## config.mk

```make
export PLATFORM = sky130hd
export DESIGN_NAME = cmpy_dout_acc
export DESIGN_NICKNAME = d
export VERILOG_FILES = /design/src/rtl/cmpy_pkg.sv /design/src/rtl/cmpy_acc_lane.sv /design/src/rtl/cmpy_dout_acc.sv
export SDC_FILE = /design/constraint.sdc
export NUM_CORES = 1
export LEC_CHECK = 0
export ABC_AREA = 0
export CAP_MARGIN = 20
export CELL_PAD_IN_SITES_DETAIL_PLACEMENT = 0
export CELL_PAD_IN_SITES_GLOBAL_PLACEMENT = 1
export CORE_ASPECT_RATIO = 1.4
export CORE_UTILIZATION = 23
export DETAILED_ROUTE_END_ITERATION = 8
export PLACE_DENSITY_LB_ADDON = 0.1
export SYNTH_ARGS = -nofsm -noshare
export SYNTH_HDL_FRONTEND = slang
export SYNTH_SLANG_ARGS = --single-unit
export TNS_END_PERCENT = 100
```

## constraint.sdc

```tcl
create_clock -name aclk -period 11.89 [get_ports aclk]
set_clock_uncertainty 0.05 [all_clocks]
set_input_delay 3.567 -clock aclk [delete_from_list [all_inputs] [get_ports aclk]]
set_output_delay 3.567 -clock aclk [all_outputs]
set_load 0.005 [all_outputs]
```

## src/rtl/cmpy_pkg.sv

```systemverilog
// Shared widths, tdata field offsets and sign-extension helper
// for the complex-multiplier output accumulator.
package cmpy_pkg;

    localparam int IN_W_DEF  = 40;
    localparam int ACC_W_DEF = 48;
    localparam int LEN_DEF   = 16;

    localparam int REAL_LSB = 0;
    localparam int IMAG_LSB = IN_W_DEF;

    // Wide scratch width; callers size-cast the result down to ACC_W.
    localparam int SX_W = 128;

    function automatic logic [SX_W-1:0] sext(
        input logic [SX_W-1:0] x,
        input int              w
    );
        logic [SX_W-1:0] r;
        r = '0;
        for (int i = 0; i < SX_W; i++)
            r[i] = (i < w) ? x[i] : x[w-1];
        return r;
    endfunction

endpackage

```

## src/rtl/cmpy_acc_lane.sv

```systemverilog
// One signed accumulator component with sticky overflow detection.
// o_sum/o_ovf present this beat's result before it is registered.
module cmpy_acc_lane
    import cmpy_pkg::*;
#(
    parameter int ACC_W = ACC_W_DEF
) (
    input  logic             clk,
    input  logic             rst,
    input  logic             i_add,
    input  logic             i_clr,
    input  logic [ACC_W-1:0] i_din,
    output logic [ACC_W-1:0] o_sum,
    output logic             o_ovf
);

    logic [ACC_W-1:0] r_acc;
    logic             r_ovf;
    logic             w_ovf;

    assign o_sum = r_acc + i_din;
    assign w_ovf = (r_acc[ACC_W-1] == i_din[ACC_W-1]) &&
                   (o_sum[ACC_W-1] != r_acc[ACC_W-1]);
    assign o_ovf = r_ovf | w_ovf;

    // The block-completing beat hands its result out and restarts at zero.
    always_ff @(posedge clk) begin
        if (rst) begin
            r_acc <= '0;
            r_ovf <= 1'b0;
        end else if (i_add) begin
            if (i_clr) begin
                r_acc <= '0;
                r_ovf <= 1'b0;
            end else begin
                r_acc <= o_sum;
                r_ovf <= o_ovf;
            end
        end
    end

endmodule

```

## src/rtl/cmpy_dout_acc.sv

```systemverilog
// Block accumulator for the complex multiplier product stream with a
// one-entry output register so the next block overlaps a stalled result.
module cmpy_dout_acc
    import cmpy_pkg::*;
#(
    parameter int IN_W  = IN_W_DEF,
    parameter int ACC_W = ACC_W_DEF,
    parameter int LEN   = LEN_DEF
) (
    input  logic               aclk,
    input  logic               areset,
    input  logic               aclken,
    input  logic               s_axis_dout_tvalid,
    output logic               s_axis_dout_tready,
    input  logic [2*IN_W-1:0]  s_axis_dout_tdata,
    output logic               m_axis_acc_tvalid,
    input  logic               m_axis_acc_tready,
    output logic [2*ACC_W-1:0] m_axis_acc_tdata,
    output logic [1:0]         m_axis_acc_tuser
);

    localparam logic [15:0] LAST = 16'(LEN - 1);

    logic [15:0]        r_cnt;
    logic               r_vld;
    logic [2*ACC_W-1:0] r_data;
    logic [1:0]         r_user;

    logic               w_last;
    logic               w_beat;
    logic [IN_W-1:0]    w_in_re;
    logic [IN_W-1:0]    w_in_im;
    logic [ACC_W-1:0]   w_sx_re;
    logic [ACC_W-1:0]   w_sx_im;
    logic [ACC_W-1:0]   w_sum_re;
    logic [ACC_W-1:0]   w_sum_im;
    logic               w_ovf_re;
    logic               w_ovf_im;

    assign w_last = (r_cnt == LAST);

    // Only the completing beat waits, and only behind an undelivered sum.
    assign s_axis_dout_tready = aclken & ~areset &
                                ~(w_last & r_vld & ~m_axis_acc_tready);

    assign w_beat = aclken & s_axis_dout_tvalid & s_axis_dout_tready;

    assign w_in_re = s_axis_dout_tdata[REAL_LSB +: IN_W];
    assign w_in_im = s_axis_dout_tdata[IN_W +: IN_W];

    assign w_sx_re = ACC_W'(sext(SX_W'(w_in_re), IN_W));
    assign w_sx_im = ACC_W'(sext(SX_W'(w_in_im), IN_W));

    cmpy_acc_lane #(.ACC_W(ACC_W)) u_lane_re (
        .clk   (aclk),
        .rst   (areset),
        .i_add (w_beat),
        .i_clr (w_last),
        .i_din (w_sx_re),
        .o_sum (w_sum_re),
        .o_ovf (w_ovf_re)
    );

    cmpy_acc_lane #(.ACC_W(ACC_W)) u_lane_im (
        .clk   (aclk),
        .rst   (areset),
        .i_add (w_beat),
        .i_clr (w_last),
        .i_din (w_sx_im),
        .o_sum (w_sum_im),
        .o_ovf (w_ovf_im)
    );

    always_ff @(posedge aclk) begin
        if (areset) begin
            r_cnt  <= '0;
            r_vld  <= 1'b0;
            r_data <= '0;
            r_user <= '0;
        end else if (aclken) begin
            if (w_beat)
                r_cnt <= w_last ? '0 : r_cnt + 16'd1;
            // A reload wins over a same-cycle delivery, keeping tvalid high.
            if (w_beat && w_last) begin
                r_vld  <= 1'b1;
                r_data <= {w_sum_im, w_sum_re};
                r_user <= {w_ovf_im, w_ovf_re};
            end else if (m_axis_acc_tready) begin
                r_vld <= 1'b0;
            end
        end
    end

    assign m_axis_acc_tvalid = r_vld;
    assign m_axis_acc_tdata  = r_data;
    assign m_axis_acc_tuser  = r_user;

endmodule

```

==> metrics.md, run 1 <==
| Metric | Value |
|---|---|
| Critical path arrival | 5.04 ns |
| DP HPWL | 31600 µm |
| GP Congestion | 0.795 |
| I/O pins | 185 |
| Crit Path Category | input pin to output pin |
| Yosys reg bits | 213 |
| Vias | 11508 |
| Leakage | 6.20 nW |
| Crit-path max cell delay | 0.50 ns |
| Die height | 277 µm |
| Data required time of the critical path | 8.27 ns |
| Relative slew slack | 33.3% |
| ANT nets after route | 0 |
| Minimum clock period | 8.66 ns |
| Die X | 198 µm |
| Post-synth top flop | dfxtp_1 |
| Diodes inserted | 0 |
| GR Util All Layers | 16.1% |
| F_max | 0.116 GHz |
| CTS tree | done |
| Synth async-reset ratio | 0% |
| Storage element area | 0.00426 mm² |
| Aggregate routed wire length | 44200 µm |
| Max IR drop VDD | 0.0973 mV |
| Final Hold Fails | 0 |
| Crit path max-delay cell type | clkdlybuf4s50_1 |
| Critical Path End Type | output pin |
| Area leader, netlist | dfxtp_1 |
| Total power | 1.92 mW |
| Cts-stage hold buffer count | 0 |
| CP cell instances | clkdlybuf4s50_1 > nor3b_2 > nor2_1 > and2_1 > clkdlybuf4s50_1 |
| Htree depth | 1 |
| Most common cell on crit path | clkdlybuf4s50_1 |
| Router iterations before antenna repair | 5 |
| Syn_nets | 1730 |
| Multi-input logic area | 0.00770 mm² |
| First-pass GRT wire length | 69600 µm |
| Commonest non-fill, non-tap cell in the layout | nand2_1 |
| Initial antenna violation count | 1 |
| Clock-pin transition on the worst setup and hold timing paths | 0.05 ns |
| Max Cap Viol | 0 |
| Fin. max-slew vios | 0 |
| CTS Buffer Depth | 3 |
| Pre-CTS worst setup slack | 3.23 ns |
| Port Buf Inserts | 184 |
| Resized cells post-CTS | 0 |
| Min-Delay Path Class | flip-flop to flip-flop |
| Initial Util | 23.3% |
| Worst-Margin Slew | 1.00 ns |
| Crit path launch type | input pin |
| CTS Sinks | 213 |
| Area Growth Syn to Fin | 26.9% |
| Top post-synthesis cells by area | dfxtp_1 (34%), ha_1 (9.6%), nand2_1 (7.3%) |
| RSZ-0062 raised after global routing | false |
| Syn Area/Cell | 8.02 µm² |
| Fillers | 5827 |
| Via density | 4.77 |
| Setup TNS | 0 ns |
| Std cell rows | 100 |
| Post-synthesis sequential area ratio | 34.4% |
| Grt total ovfl | 0 |
| Maximum fanout along the worst path | 3 |
| Vias in the first global route | 12026 |
| Final worst-path cycle share | 72.8% |
| Root buffer cell | clkbuf_16 |
| Count of cell types in the netlist | 61 |
| DRC | 0 |
| Most frequent cells in the layout | nand2_1 (242), dfxtp_1 (213), clkdlybuf4s50_1 (183) |
| Post-CTS setup buffer count | 0 |
| Status | complete, no violations |
| Layout cells sized above 1 | 4.12% |
| Largest net degree at the start of global routing | 91 |
| Iter 0 DRT Violations | 464 |
| Final setup margin | 3.23 ns |
| Cells after Synth | 1548 |
| CTS Buf Count | 27 |
| Final #Nets | 1864 |
| Die ar. | 0.0549 mm² |
| Setup-failing EPs final | 0 |
| Top-area cell type share of the netlist area | 34.4% |
| Post-synth EDFFs | 0 |
| WHS | 0.402 ns |
| WL/cell | 18.3 µm |
| Clock Latency Late Sink | 0.56 ns |
| Core ar. | 0.0532 mm² |
| Core Util, Final | 29.6% |
| Yosys warns | 0 |
| Power density over the cells | 122 mW/mm² |
| Netlist Area Pre-Place | 0.0124 mm² |
[Yosys cell counts (5+ instances only)]
master    count
o21ai_0      63
nand2b_1      7
xor2_1       46
nor4_1        5
inv_1        19
clkbuf_1     60
o31ai_1       6
a211oi_1     16
a31oi_1      17
nand3_1      45
xnor2_1      60
nor4b_1       5
a22oi_1      49
buf_6         5
dfxtp_1     213
o21bai_1     12
buf_2        22
ha_1         95
nor2b_1       7
nand2_1     242
a22o_1       22
and3_1       12
nand3b_1      7
nor3_1       29
o211ai_1      9
nor2_1      135
a21o_1       56
a211o_1       5
a221oi_1      5
nand4_1      23
nor3b_1       9
a21oi_1     176
and2_1        8
o21a_1       10
[power breakdown]
| group | internal [mW] | leakage, nW | switching, mW |
|---|---|---|---|
| combinational | 0.135 | 4.04 | 0.201 |
| sequential | 0.733 | 1.72 | 0.0112 |
| clock | 0.499 | 0.442 | 0.342 |
[final timing paths]
check                              end  cells past startpoint                  from  slack (ns)
setup / recovery    s_axis_dout_tready                      5     m_axis_acc_tready        3.23
hold / removal    m_axis_acc_tdata[21]                      2  m_axis_acc_tdata[21]        0.40
setup reg to reg   u_lane_im.r_acc[47]                     12              r_cnt[4]        7.13
hold reg to reg   m_axis_acc_tdata[21]                      2  m_axis_acc_tdata[21]        0.40
[final cells by class]
| type | count | area share, % |
|---|---|---|
| Clock buffer | 37 | 4.98 |
| Multi-Input combinational cell | 1227 | 48.9 |
| Tap cell | 714 | 5.67 |
| Timing Repair Buffer | 194 | 12.3 |
| Inverter | 19 | 0.453 |
| Sequential cell | 213 | 27.1 |
| Clock inverter | 10 | 0.652 |
[through the flow]
step	instance area [µm²]	instances
global route	15700	2414
floorplan	12400	1548
finish	15700	2414
global placement	14800	2366
CTS	15700	2414
detailed placement	14900	2367
[critical path: cells and delay by family]
family | cells | cell delay, ns
buffers and inverters | 2 | 0.99
AND/OR/NAND/NOR | 3 | 0.49
[logic make-up after synthesis]
kind of cell	Yosys count	synth area share [%]
adders and majority gates	97	9.90
DFF	213	34.4
AOI/OAI and AO/OA	474	24.4
xor gates and xnor gates	106	7.48
buffers and inverters	108	3.79
muxes	2	0.161
and+or+nand+nor	548	19.9
[layer usage]
layer  routed length (µm)  track usage (%)  part of all wire (%)
met3                 2040             2.84                   4.6
met2                22500             29.8                    51
met5                   11                0                 0.025
met4                 1140             4.77                   2.6
met1                18400             18.6                    42
[flip-flops by register name (all words and copies together), names as in the netlist]
register	flops
u_lane_im.r_ovf	1
r_cnt	16
u_lane_re.r_ovf	1
m_axis_acc_tdata	96
m_axis_acc_tvalid	1
m_axis_acc_tuser	2
u_lane_re.r_acc	48
u_lane_im.r_acc	48
(Power assumes the default switching activity.)
==> inputs of run 2 (changes only) <==
==> constraint.sdc (replaced) <==
create_clock -name aclk -period 7.8 [get_ports aclk]
set_clock_uncertainty 0.05 [all_clocks]
set_input_delay 2.34 -clock aclk [delete_from_list [all_inputs] [get_ports aclk]]
set_output_delay 2.34 -clock aclk [all_outputs]
set_load 0.005 [all_outputs]
==> metrics.md, run 2 (synthesis gave the netlist of run 1 again) <==
| Metric | Value |
|---|---|
| Minimum clock period | 6.19 ns |
| Std cell rows | 100 |
| Reg power frac | 38.6% |
| Leakage | 6.21 nW |
| Crit path max-delay cell type | clkdlybuf4s50_1 |
| CTS Buffer Depth | 3 |
| GRT busiest layer | met2 |
| Layout cells sized above 1 | 4.22% |
| Sw Ratio | 28.6% |
| Fin. max-slew vios | 0 |
| Logic pwr share | 17.5% |
| Most frequent cells in the layout | nand2_1 (242), dfxtp_1 (213), clkdlybuf4s50_1 (183) |
| Vias in the first global route | 12237 |
| Router iterations before antenna repair | 5 |
| Clock Latency Late Sink | 0.55 ns |
| Total power | 2.94 mW |
| Die X | 198 µm |
| Resized cells post-CTS | 0 |
| DRC | 0 |
| Power density over the cells | 186 mW/mm² |
| Root buffer cell | clkbuf_16 |
| Via density | 4.78 |
| GRT met3 Usage | 2.74% |
| Met2 GRT Util | 31.2% |
| Die ar. | 0.0549 mm² |
| Initial Util | 23.3% |
| Crit path from | m_axis_acc_tready |
| Crit Path Category | input pin to output pin |
| Relative slew slack | 28.5% |
| Worst r2r src | r_cnt[4] |
| Most common cell on crit path | clkdlybuf4s50_1 |
| Min-Delay Path Class | flip-flop to flip-flop |
| Initial antenna violation count | 0 |
| Area Growth Syn to Fin | 27.1% |
| Final Hold Fails | 0 |
| Setup TNS | 0 ns |
| CTS Sinks | 213 |
| Internal power | 2.10 mW |
| Status | complete, no violations |
| Max FFs per register | 96 |
| Aggregate routed wire length | 44900 µm |
| Port Buf Inserts | 184 |
| F_max | 0.161 GHz |
| WL/cell | 18.6 µm |
| Clk pwr share | 43.9% |
| CP cell instances | clkdlybuf4s50_1 > nor3b_2 > nor2_1 > and2_1 > clkdlybuf4s50_1 |
| Critical Path End Type | output pin |
| CTS Buf Count | 27 |
| Core ar. | 0.0532 mm² |
| M1 GR Usage | 18.5% |
| Grt total ovfl | 0 |
| Commonest non-fill, non-tap cell in the layout | nand2_1 |
| Setup-failing EPs final | 0 |
| Crit-path max cell delay | 0.50 ns |
| Worst hold start | m_axis_acc_tdata[25] |
| Final #Nets | 1868 |
| Cts-stage hold buffer count | 0 |
| Iter 0 DRT Violations | 415 |
| Crit path launch type | input pin |
| Largest net degree at the start of global routing | 91 |
| GR Util All Layers | 16.4% |
| Post-CTS setup buffer count | 0 |
| Max IR drop VDD | 0.174 mV |
| Clock-pin transition on the worst setup and hold timing paths | 0.06 ns |
| RSZ-0062 raised after global routing | false |
| Vias | 11553 |
| GP Congestion | 0.837 |
| DP HPWL | 32800 µm |
| Final worst-path cycle share | 79.4% |
| Data required time of the critical path | 5.41 ns |
| Max Cap Viol | 0 |
| ANT nets after route | 0 |
| CTS tree | done |
| Diodes inserted | 0 |
| Sw Pwr | 842 µW |
| I/O pins | 185 |
| First-pass GRT wire length | 70600 µm |
| Critical path arrival | 3.80 ns |
| Htree depth | 1 |
| Die height | 277 µm |
| Maximum fanout along the worst path | 3 |
| Worst-Margin Slew | 1.07 ns |
[run 2: changes by cell type in the layout (fill, tap and decap cells not counted)]
cell	before	now
buf_4	9	14
clkinv_2	7	2
clkbuf_1	3	6
clkinvlp_4	1	3
buf_12	1	0
clkbuf_8	7	8
[run 2: per-layer routing]
layer | vias to the layer above | part of all wire, %
met1 | 5493 | 41
met4 | 0 | 2.0
li1 | 5823 | -
met5 | - | 0
met2 | 189 | 53
met3 | 48 | 4.3
[run 2: per-stage QoR]
| stage | instances | hold slack [ns] | util (%) | setup slack, ns | area [µm²] |
|---|---|---|---|---|---|
| final | 2419 | 0.402 | 29.7 | 1.61 | 15800 |
| after global routing | 2419 | 0.415 | 29.7 | 1.55 | 15800 |
| after CTS | 2419 | 0.406 | 29.7 | 1.61 | 15800 |
| after detailed placement | 2371 | 0.397 | 28.0 | 1.30 | 14900 |
| after global placement | 2371 | 0.393 | 28.0 | 1.23 | 14900 |
| after floorplan | 1548 | 0.379 | - | 2.60 | 12400 |
[run 2: cell type report]
cell class | count | area, µm²
timing repair buffer | 198 | 1950
multi-input combinational | 1227 | 7700
tap | 714 | 893
fill | 5813 | 37400
inverter | 19 | 71.3
clock buffer | 41 | 808
clock inverter | 7 | 92.6
sequential | 213 | 4260
[run 2: final timing paths]
check                                            end  slack (ns)  cells after the start
worst min register to register  m_axis_acc_tdata[25]        0.40                      2
worst max-delay path              s_axis_dout_tready        1.61                      5
worst min-delay path            m_axis_acc_tdata[25]        0.40                      2
worst max register to register   u_lane_im.r_acc[47]        3.91                     11
[run 2: power groups by stage]
stage	clock (mW)	combinational (mW)	sequential [mW]
after floorplan	0	0.349	1.15
after global placement	0	0.524	1.16
after detailed placement	0	0.520	1.16
after CTS	1.36	0.524	1.13
after global routing	1.39	0.573	1.14
final	1.29	0.514	1.13
[run 2: critical path: cells and delay by family]
kind                   cells  cell delay (ns)
AND/OR/NAND/NOR            3             0.47
buffers and inverters      2             1.00
